**src/rtl/dma_wr_streamer.sv**
```systemverilog
// dma_wr_streamer: write-side DMA engine. Drains the DMA FIFO read port into
// bus write bursts (address / data / response handshakes).
// Optional build macro: DMA_WR_ERR_ABORT_EN -- when defined, an error response
// ends the transfer after the current burst; otherwise the error is only recorded.

module dma_wr_streamer_chk #(
    parameter int OCC_W = 5
) (
    input logic             clk,
    input logic             rst,
    input logic             fifo_read,
    input logic [OCC_W-1:0] fifo_ocup
);
    // A pop must never be issued against an empty FIFO
    assert property (@(posedge clk) disable iff (rst) fifo_read |-> (fifo_ocup != {OCC_W{1'b0}}));
endmodule

module dma_wr_streamer #(
    parameter int WIDTH     = 32,
    parameter int ADDR_W    = 32,
    parameter int LEN_W     = 16,
    parameter int MAX_BURST = 8,
    parameter int SLOTS     = 16
) (
    input  logic                       clk,
    input  logic                       rst,
    input  logic                       start_i,
    input  logic [ADDR_W-1:0]          base_addr_i,
    input  logic [LEN_W-1:0]           num_words_i,
    output logic                       busy_o,
    output logic                       done_o,
    output logic                       err_o,
    input  logic [$clog2(SLOTS):0]     fifo_ocup_i,
    input  logic [WIDTH-1:0]           fifo_data_i,
    output logic                       fifo_read_o,
    output logic                       aw_valid_o,
    input  logic                       aw_ready_i,
    output logic [ADDR_W-1:0]          aw_addr_o,
    output logic [$clog2(MAX_BURST):0] aw_len_o,
    output logic                       w_valid_o,
    input  logic                       w_ready_i,
    output logic [WIDTH-1:0]           w_data_o,
    output logic                       w_last_o,
    input  logic                       b_valid_i,
    output logic                       b_ready_o,
    input  logic                       b_err_i
);
    localparam int BURST_W = $clog2(MAX_BURST) + 1;
    localparam int OCC_W   = $clog2(SLOTS) + 1;
    localparam logic [ADDR_W-1:0] BYTES   = ADDR_W'(WIDTH / 8);
    localparam logic [LEN_W-1:0]  MAX_LEN = LEN_W'(MAX_BURST);

    typedef enum logic [2:0] {
        IDLE      = 3'd0,
        WAIT_DATA = 3'd1,
        ADDR      = 3'd2,
        DATA      = 3'd3,
        RESP      = 3'd4
    } state_t;

    state_t               state_r;
    state_t               state_next_s;
    logic [ADDR_W-1:0]    addr_r;
    logic [LEN_W-1:0]     remaining_r;
    logic [ADDR_W-1:0]    aw_addr_r;
    logic [BURST_W-1:0]   aw_len_r;
    logic [BURST_W-1:0]   beat_r;
    logic                 err_r;
    logic                 done_r;

    logic [LEN_W-1:0]     burst_s;
    logic                 ocup_ok_s;
    logic [LEN_W-1:0]     burst_len_s;
    logic [LEN_W-1:0]     remaining_next_s;
    logic [ADDR_W-1:0]    burst_bytes_s;
    logic                 last_resp_s;
    logic                 busy_s;
    logic                 aw_valid_s;
    logic                 w_valid_s;
    logic                 b_ready_s;
    logic                 w_last_s;

    // Burst sizing, FIFO occupancy gate and end-of-burst bookkeeping
    always_comb begin
        burst_s          = (remaining_r < MAX_LEN) ? remaining_r : MAX_LEN;
        ocup_ok_s        = (LEN_W'(fifo_ocup_i) >= burst_s);
        burst_len_s      = LEN_W'(aw_len_r) + LEN_W'(1'b1);
        remaining_next_s = remaining_r - burst_len_s;
        burst_bytes_s    = ADDR_W'(burst_len_s) * BYTES;
`ifdef DMA_WR_ERR_ABORT_EN
        last_resp_s      = (remaining_next_s == {LEN_W{1'b0}}) || b_err_i;
`else
        last_resp_s      = (remaining_next_s == {LEN_W{1'b0}});
`endif
    end

    // State register
    always_ff @(posedge clk) begin
        if (rst) begin
            state_r <= IDLE;
        end else begin
            state_r <= state_next_s;
        end
    end

    // Next-state logic; a zero-length start never leaves IDLE
    always_comb begin
        state_next_s = state_r;
        case (state_r)
            IDLE: begin
                if (start_i && (num_words_i != {LEN_W{1'b0}})) state_next_s = WAIT_DATA;
                else                                            state_next_s = IDLE;
            end
            WAIT_DATA: begin
                if (ocup_ok_s) state_next_s = ADDR;
                else           state_next_s = WAIT_DATA;
            end
            ADDR: begin
                if (aw_ready_i) state_next_s = DATA;
                else            state_next_s = ADDR;
            end
            DATA: begin
                if (w_ready_i && w_last_s) state_next_s = RESP;
                else                       state_next_s = DATA;
            end
            RESP: begin
                if (b_valid_i) state_next_s = last_resp_s ? IDLE : WAIT_DATA;
                else           state_next_s = RESP;
            end
            default: state_next_s = IDLE;
        endcase
    end

    // Handshake strobes decoded from the registered state
    always_comb begin
        busy_s     = 1'b0;
        aw_valid_s = 1'b0;
        w_valid_s  = 1'b0;
        b_ready_s  = 1'b0;
        case (state_r)
            IDLE:      busy_s = 1'b0;
            WAIT_DATA: busy_s = 1'b1;
            ADDR: begin
                busy_s     = 1'b1;
                aw_valid_s = 1'b1;
            end
            DATA: begin
                busy_s    = 1'b1;
                w_valid_s = 1'b1;
            end
            RESP: begin
                busy_s    = 1'b1;
                b_ready_s = 1'b1;
            end
            default: busy_s = 1'b0;
        endcase
        w_last_s = w_valid_s && (beat_r == aw_len_r);
    end

    // Transfer bookkeeping: address, remaining count, burst descriptor, beats, status
    always_ff @(posedge clk) begin
        if (rst) begin
            addr_r      <= {ADDR_W{1'b0}};
            remaining_r <= {LEN_W{1'b0}};
            aw_addr_r   <= {ADDR_W{1'b0}};
            aw_len_r    <= {BURST_W{1'b0}};
            beat_r      <= {BURST_W{1'b0}};
            err_r       <= 1'b0;
            done_r      <= 1'b0;
        end else begin
            done_r <= 1'b0;
            case (state_r)
                IDLE: begin
                    if (start_i) begin
                        addr_r      <= base_addr_i;
                        remaining_r <= num_words_i;
                        err_r       <= 1'b0;
                        done_r      <= (num_words_i == {LEN_W{1'b0}});
                    end
                end
                WAIT_DATA: begin
                    if (ocup_ok_s) begin
                        aw_addr_r <= addr_r;
                        aw_len_r  <= BURST_W'(burst_s - LEN_W'(1'b1));
                        beat_r    <= {BURST_W{1'b0}};
                    end
                end
                DATA: begin
                    if (w_ready_i) beat_r <= beat_r + BURST_W'(1'b1);
                end
                RESP: begin
                    if (b_valid_i) begin
                        addr_r      <= addr_r + burst_bytes_s;
                        remaining_r <= last_resp_s ? {LEN_W{1'b0}} : remaining_next_s;
                        err_r       <= err_r | b_err_i;
                        done_r      <= last_resp_s;
                    end
                end
                default: done_r <= 1'b0;
            endcase
        end
    end

    assign busy_o      = busy_s;
    assign done_o      = done_r;
    assign err_o       = err_r;
    assign aw_valid_o  = aw_valid_s;
    assign aw_addr_o   = aw_addr_r;
    assign aw_len_o    = aw_len_r;
    assign w_valid_o   = w_valid_s;
    assign w_data_o    = fifo_data_i;
    assign w_last_o    = w_last_s;
    assign fifo_read_o = w_valid_s & w_ready_i;
    assign b_ready_o   = b_ready_s;

    dma_wr_streamer_chk #(.OCC_W(OCC_W)) u_chk (
        .clk       (clk),
        .rst       (rst),
        .fifo_read (fifo_read_o),
        .fifo_ocup (fifo_ocup_i)
    );
endmodule

```
**config.mk**
```make
export PLATFORM = sky130hd
export DESIGN_NAME = dma_wr_streamer
export DESIGN_NICKNAME = d
export VERILOG_FILES = /design/src/rtl/dma_wr_streamer.sv
export SDC_FILE = /design/constraint.sdc
export NUM_CORES = 1
export LEC_CHECK = 0
export BUFFER_PORTS_ARGS = -buffer_cell sky130_fd_sc_hd__buf_2
export CAP_MARGIN = 20
export CORE_ASPECT_RATIO = 0.7
export CORE_MARGIN = 2
export CORE_UTILIZATION = 40
export CTS_CLUSTER_DIAMETER = 120
export CTS_CLUSTER_SIZE = 40
export DETAILED_ROUTE_END_ITERATION = 12
export HOLD_SLACK_MARGIN = 0.12
export SYNTH_ARGS = -nofsm -noshare
export SYNTH_HDL_FRONTEND = slang
export SYNTH_SLANG_ARGS = --single-unit
```
**constraint.sdc**
```tcl
create_clock -name clk -period 3.3 [get_ports clk]
set_clock_uncertainty 0.05 [all_clocks]
set_input_delay 0.495 -clock clk [delete_from_list [all_inputs] [get_ports clk]]
set_output_delay 0.495 -clock clk [all_outputs]
set_load 0.1 [all_outputs]
```
==> summary.txt, run 1 <==
Run status
  – Outcome: finished clean

Synth
  – EDFF count, synth: 0
  – Post-synthesis sequential area ratio: around 34%
  – Gate Count Post-Synth: 696
  – Distinct cells, synth: 65
  – Share of the synthesized area in the top cell type: 34.4%
  – Syn Std Cell Area: 5410 sq um
  – #FFs+latches synth: between 90 and 100
  – Leading area contributor after synthesis: dfxtp_1
  – Mean Syn Cell Area: a little under 8 sq um
  – Most frequent cells after synthesis: dfxtp_1 (93), a21oi_1 (69), o21ai_0 (63)
  – Ys Warns: 0
  – Most numerous cell in the Yosys netlist: dfxtp_1
  – Main synth FF type: dfxtp_1
  – Syn Nets: 808
  – Area contributors post-synth: dfxtp_1 (34%), a21oi_1 (6.4%), o21ai_0 (5.8%)
  – Post-synth ARST share: 0%

Clocking
  – CTS Buf Count: 9
  – TritonCTS clock tree: done
  – H-tree levels: 3
  – Quantity of hold-fixing buffers added after cts: 0
  – Clock Tree Buf Depth: 2
  – CTS resizes: 0
  – Clk_lat worst skew: 0.35 ns
  – Reg clk slew, reported paths: 0.07 ns
  – Clk root buf: clkbuf_16
  – Setup bufs post-CTS: 0
  – Clock Sinks: 93

STA
  – Final Slew Violations: 0
  – RSZ-0062 raised after global routing: false
  – Worst-Margin Slew: approximately 0.82 ns
  – Hold Fails Final Rpt: 0
  – Setup violators final: 0
  – Relative slew slack: a little under half
  – Tcrit/Tclk final: just under 90%
  – Final Hold Slack: 0.342 ns
  – Final setup TNS: 0 ns
  – Final worst path period need: 2.89 ns
  – Peak Freq: ~350 MHz

Global routing
  – First-pass GRT wire length: approximately 27000 um
  – Vias in the first global route: 5103
  – Global route overflow: 0
  – GRT Total Usage: between 20% and 30%
  – Initial antenna violation count: 0
  – Largest net degree at the start of global routing: 52

Flow run
  – Maxcap violations: 0

Power and ir drop
  – Internal Power: 2.20 mW
  – Gate power share: between 20% and 30%
  – Switching pwr: roughly 1.2 mW
  – Pwr dens: 545 nW/um^2
  – Clock group share of total power: about a third
  – Sw Ratio: 35.5%
  – Flop pwr share: a little under two fifths
  – Leakage: 2.50 nW
  – VDD IR-drop max: 0.000316 V
  – Power, Total: around 3.4 mW

Die
  – Die Span X: 143 um
  – Rows: 35
  – Initial Util: 41.0%
  – Core Area: 13200 sq um
  – Die H: 101 um
  – # IOs: 168
  – Full die area: 14500 sq um

Hold path
  – Hold Startpoint: b_err_i
  – Worst Hold Class: input port to flop

Placed design
  – IO Port Bufs: 103
  – Inst Count DP: 926
  – Hpwl dp: 11900 um
  – Gp weighted congestion: 0.888

Routing
  – Starting DRC count in detailed routing: 461
  – Drt via density: between 5 and 6
  – Via Count: around 5500
  – Routed WL per cell: approximately 18 um
  – First-pass DRT Iterations: 8
  – Routed Wire Length: around 17000 um
  – DRT antenna net count: 0
  – DRC: 0

Cells and area
  – Share of layout cells above drive strength 1: 20.9%
  – Nets: 864
  – Ant. Diodes: 0
  – Final core occ: 47.4%
  – Synth-to-layout area growth: 15.6%
  – Post-route insts no fill: 942

Worst setup path
  – Cell with the largest stage delay on the worst path: or4_4
  – Worst path required time: 3.52 ns
  – Kind of critical path: flop to flop
  – CP Cell Sequence: or4_4 > nor3_2 > nand2_1 > inv_1 > ha_1 > nand2b_1 > a21o_1 > a21oi_1 > o21a_1 > buf_4 > o21ai_0 > a21oi_1
  – CP max FO: 20
  – Cell family with most CP delay: simple AND/OR/NAND/NOR gates
  – R2R Path Start: remaining_r[7]
  – Startpoint class of the critical path: flop
  – Setup crit end kind: flop
  – Delay of the slowest critical-path stage: 0.54 ns
  – CP dominant cell by count: a21oi_1
  – Crit path buffers/inverters: 2
  – Arrival time at the worst endpoint: 3.12 ns
  – Crit. Startpoint: remaining_r[7]
## through the flow
step	area [sq um]	worst slack, ns
final	6250	0.406
after global routing	6250	0.0930
after CTS	6250	0.397
after detailed placement	5930	0.427
after global placement	5930	0.496
after floorplan	5420	-0.0000309
## state kept, by name, summed over array words and instances, names as in the netlist
signal and cells:
aw_len_o 4, beat_r 4, addr_r 32, remaining_r 16
err_o 1, done_o 1, aw_addr_o 32, state_r 3
## worst paths after layout
check	end	slack (ns)	cells past startpoint
min reg2reg	addr_r[0]	0.41	2
max reg2reg	aw_addr_o[28]	0.41	12
max	aw_addr_o[28]	0.41	12
min	err_o	0.34	3
## worst min-delay path, stage by stage
cell and delay (ns):
buf_2 0.08, a22oi_1 0.05, nor2_1 0.07
## logic make-up (layout without fill, tap and decap cells)
group	after synthesis	count (layout)	share of synthesized area, %
compound gates	234	234	26.8
simple gates	229	229	21.6
buf+inv	101	162	9.28
flops	93	93	34.4
fa+ha+maj	20	20	4.90
xor+xnor	16	16	2.59
mux	2	2	0.393
other cells	1	1	0.0693
## cell usage in the layout, fill, tap and decap left out, drive strengths merged, types with 4 or more instances in the layout
cell	synthesis	layout
a311oi	10	10
or3	4	4
a31oi	12	12
nor2	49	49
and3	7	7
a221oi	4	4
ha	18	18
xor2	4	4
nor3	19	19
dfxtp	93	93
nand2	50	50
nor3b	5	5
nand3	47	47
xnor2	12	12
and2	4	4
and4	6	6
o21ai	65	65
or2	4	4
nor4	9	9
a22oi	10	10
a21oi	69	69
buf	38	124
o211ai	6	6
inv	22	22
a211oi	19	19
clkbuf	41	10
a21o	9	9
nand4	11	11
o21a	6	6
## power groups by stage
| stage | combinational [mW] | sequential, mW | clock [mW] |
|---|---|---|---|
| 2_1_floorplan | 0.755 | 1.41 | 0 |
| 3_3_place_gp | 0.926 | 1.33 | 0 |
| 3_5_place_dp | 0.939 | 1.33 | 0 |
| 4_1_cts | 0.942 | 1.30 | 1.16 |
| 5_1_grt | 1.04 | 1.32 | 1.20 |
| 6_report | 0.951 | 1.31 | 1.15 |
## layer usage
metal	share of wire (%)	vias to the layer above	track usage, %
met3	8.8	23	5.01
met5	0	-	0
met4	1.0	0	5.94
met1	46	2581	33.4
li1	-	2629	-
met2	44	246	36.9
## area by class of cell
class	count	area, sq um
well taps	185	231
clock inverters	6	86.3
clock buffers	10	239
multi-input cells	502	3060
fillers	1316	6930
inverters	22	82.6
repair buffers	124	688
flip-flops and latches	93	1860
Note: power is estimated with default switching activity, not from simulation.
==> inputs of run 2 (changes only) <==
--- a/config.mk
+++ b/config.mk
@@ -7,13 +7,16 @@
 export LEC_CHECK = 0
 export BUFFER_PORTS_ARGS = -buffer_cell sky130_fd_sc_hd__buf_2
 export CAP_MARGIN = 20
+export CELL_PAD_IN_SITES_DETAIL_PLACEMENT = 0
+export CELL_PAD_IN_SITES_GLOBAL_PLACEMENT = 1
 export CORE_ASPECT_RATIO = 0.7
 export CORE_MARGIN = 2
-export CORE_UTILIZATION = 40
+export CORE_UTILIZATION = 37
 export CTS_CLUSTER_DIAMETER = 120
 export CTS_CLUSTER_SIZE = 40
 export DETAILED_ROUTE_END_ITERATION = 12
 export HOLD_SLACK_MARGIN = 0.12
+export PLACE_DENSITY_LB_ADDON = 0.1
 export SYNTH_ARGS = -nofsm -noshare
 export SYNTH_HDL_FRONTEND = slang
 export SYNTH_SLANG_ARGS = --single-unit
==> run 2 against run 1 <==
Net effect: utilization fell by 3.0 points; first-iteration DRC count decreased by 20%; register-to-register slack got worse by 0.05 ns; fmax is 1.7% lower; sequential power barely moved; total power shrank 1.4%; combinational power increased by 1%; count of clock-buffer cells in the layout unchanged; global-route usage fell by 0.81 points; critical path depth unchanged.
==> summary.txt, run 2 (synthesized netlist as in run 1, its figures left out) <==
Flow run
  – Maxcap violations: 0 (unchanged)

Placed design
  – Gp weighted congestion: 0.899 (+1.3%)
  – Inst Count DP: 933 (+0.76%)
  – IO Port Bufs: 103 (unchanged)
  – Place WS: 0.399 ns (-0.0275 ns)
  – Hpwl dp: 12500 um (+5.0%)

Routing
  – Drt via density: 5.73 (-1.5%)
  – Metal-1 WL: 8640 um (+9.5%)
  – Via Count: 5439 (-0.73%)
  – Top Layer Used: met4
  – Met3 routed WL: 1400 um (-6.2%)
  – Routed Wire Length: 17700 um (+3.8%)
  – Starting DRC count in detailed routing: 367 (-20%)
  – DRC: 0 (unchanged)
  – First-pass DRT Iterations: 5 (-3)
  – Routed WL per cell: 18.6 um (+3.1%)
  – Met2 wire length: 7380 um (-0.86%)
  – DRT antenna net count: 0 (unchanged)

Clocking
  – Quantity of hold-fixing buffers added after cts: 0 (unchanged)
  – Clock Tree Buf Depth: 2 (unchanged)
  – CTS Buf Count: 9 (unchanged)
  – CTS resizes: 0 (unchanged)
  – Setup bufs post-CTS: 0 (unchanged)
  – Clk root buf: clkbuf_16
  – H-tree levels: 3 (unchanged)
  – TritonCTS clock tree: done
  – Clock Sinks: 93 (unchanged)
  – Reg clk slew, reported paths: 0.07 ns (about the same)
  – Clk_lat worst skew: 0.35 ns (about the same)

Die
  – Die Span X: 149 um (+3.9%)
  – Initial Util: 38.4% (-2.7 points)
  – # IOs: 168 (unchanged)
  – Full die area: 15600 sq um (+7.8%)
  – Die H: 105 um (+3.8%)
  – Core Area: 14100 sq um (+7.0%)
  – Rows: 36 (+2.9%)

Power and ir drop
  – Flop pwr share: 38.9% (+0.5 points)
  – Internal Power: 2.11 mW (-3.7%)
  – Sw Ratio: 37.0% (+1.5 points)
  – Leakage: 2.51 nW (about the same)
  – Gate power share: 28.7% (+0.8 points)
  – Clock group share of total power: 32.4% (-1.3 points)
  – Switching pwr: 1.24 mW (+2.8%)
  – VDD IR-drop max: 0.000262 V (-17%)
  – Pwr dens: 536 nW/um^2 (-1.6%)

Worst setup path
  – Startpoint class of the critical path: flop
  – CP max FO: 17 (-15%)
  – Arrival time at the worst endpoint: 3.17 ns (+0.05 ns)
  – Internal reg-to-reg setup slack: 0.36 ns (-0.05 ns)
  – Reg2reg end: aw_addr_o[3]
  – Worst path required time: 3.52 ns (about the same)
  – Depth of the most critical reg-to-reg path: 12 (unchanged)
  – Setup crit end kind: flop
  – Kind of critical path: flop to flop
  – Worst setup path end: aw_addr_o[3]
  – R2R Path Start: remaining_r[7]
  – Crit. Startpoint: remaining_r[7]

Cells and area
  – Most frequent cells in the layout: buf_2 (102), dfxtp_1 (91), a21oi_1 (69)
  – Ant. Diodes: 0 (unchanged)
  – Nets: 866 (+0.23%)
  – Most common cell after layout, fill and taps aside: buf_2
  – Synth-to-layout area growth: 15.7%
  – Share of layout cells above drive strength 1: 20.9% (+0.077 points)
  – Post-route insts no fill: 949 (+0.74%)

STA
  – Relative slew slack: 39.8% (-5.4 points)
  – Setup violators final: 0 (unchanged)
  – Worst-Margin Slew: 0.903 ns (+0.0825 ns)
  – Final Slew Violations: 0 (unchanged)
  – Final worst path period need: 2.94 ns (+0.0488 ns)
  – RSZ-0062 raised after global routing: false
  – Final Hold Slack: 0.335 ns (-0.00760 ns)
  – Final worst slack: 0.357 ns (-0.0488 ns)
  – Tcrit/Tclk final: 89.2% (+1.5 points)
  – Hold Fails Final Rpt: 0 (unchanged)
  – Peak Freq: 340 MHz (-1.7%)

Global routing
  – Vias in the first global route: 5168 (+1.3%)
  – GRT Total Usage: 22.8% (-0.81 points)
  – First-pass GRT wire length: 27900 um (+4.3%)
  – Global route overflow: 0 (unchanged)
  – Largest net degree at the start of global routing: 79 (+52%)
  – Initial antenna violation count: 0 (unchanged)

Hold path
  – Worst Hold Class: input port to flop

Run status
  – Outcome: finished clean
==> run 2: cell types whose count changed in the layout (fill, tap and decap cells not counted), sizes merged <==
cell,previous run,this run
clkinv,3,2
bufinv,2,1
buf,124,126
inv,22,24
==> run 2: how the worst min path moves through the flow <==
stage / start / end / slack [ns] / cells past startpoint
2_1_floorplan: addr_r[0] / addr_r[0] / 0.39 / 2
3_3_place_gp: addr_r[1] / addr_r[1] / 0.39 / 2
3_5_place_dp: addr_r[0] / addr_r[0] / 0.40 / 2
4_1_cts: base_addr_i[1] / addr_r[1] / 0.33 / 3
5_1_grt: base_addr_i[0] / addr_r[0] / 0.33 / 3
6_report: base_addr_i[1] / addr_r[1] / 0.33 / 3
==> run 2: per-stage QoR <==
step	setup TNS, ns	utilization, %	instance area (sq um)	power, mW
5_1_grt	0	44.4	6260	3.53
2_1_floorplan	-0.0000309	-	5420	2.17
6_report	0	44.4	6260	3.36
3_5_place_dp	0	42.3	5960	2.28
4_1_cts	0	44.4	6260	3.37
3_3_place_gp	0	42.3	5960	2.27
==> run 2: power by group through the flow <==
stage	Clock [mW]	Sequential [mW]	Combinational, mW
floorplan	0	1.41	0.755
global placement	0	1.33	0.944
detailed placement	0	1.33	0.955
CTS	1.11	1.30	0.959
global route	1.16	1.32	1.05
finish	1.09	1.31	0.963
==> run 2: layer usage <==
metal / up-vias / track usage [%]
li1: 2630 / -
met1: 2593 / 33.1
met2: 184 / 33.6
met3: 32 / 5.24
met4: 0 / 6.33
met5: - / 0
==> run 2: layout make-up <==
cell class | instances | area [sq um]
fillers | 1413 | 7840
multi-input cells | 502 | 3060
flip-flops and latches | 93 | 1860
repair buffers | 126 | 716
well taps | 190 | 238
clock buffers | 10 | 229
inverters | 22 | 82.6
clock inverters | 6 | 71.3
==> run 2: critical path, cell delays in order, from the launching register on <==
cell and delay (ns):
dfxtp_1 0.36, or4_4 0.55, nor3_2 0.24, nand2_1 0.12, inv_1 0.09, ha_1 0.22, nand2b_1 0.14, a21o_1 0.17
a21oi_1 0.22, o21a_1 0.21, buf_4 0.24, o21ai_0 0.12, a21oi_1 0.16
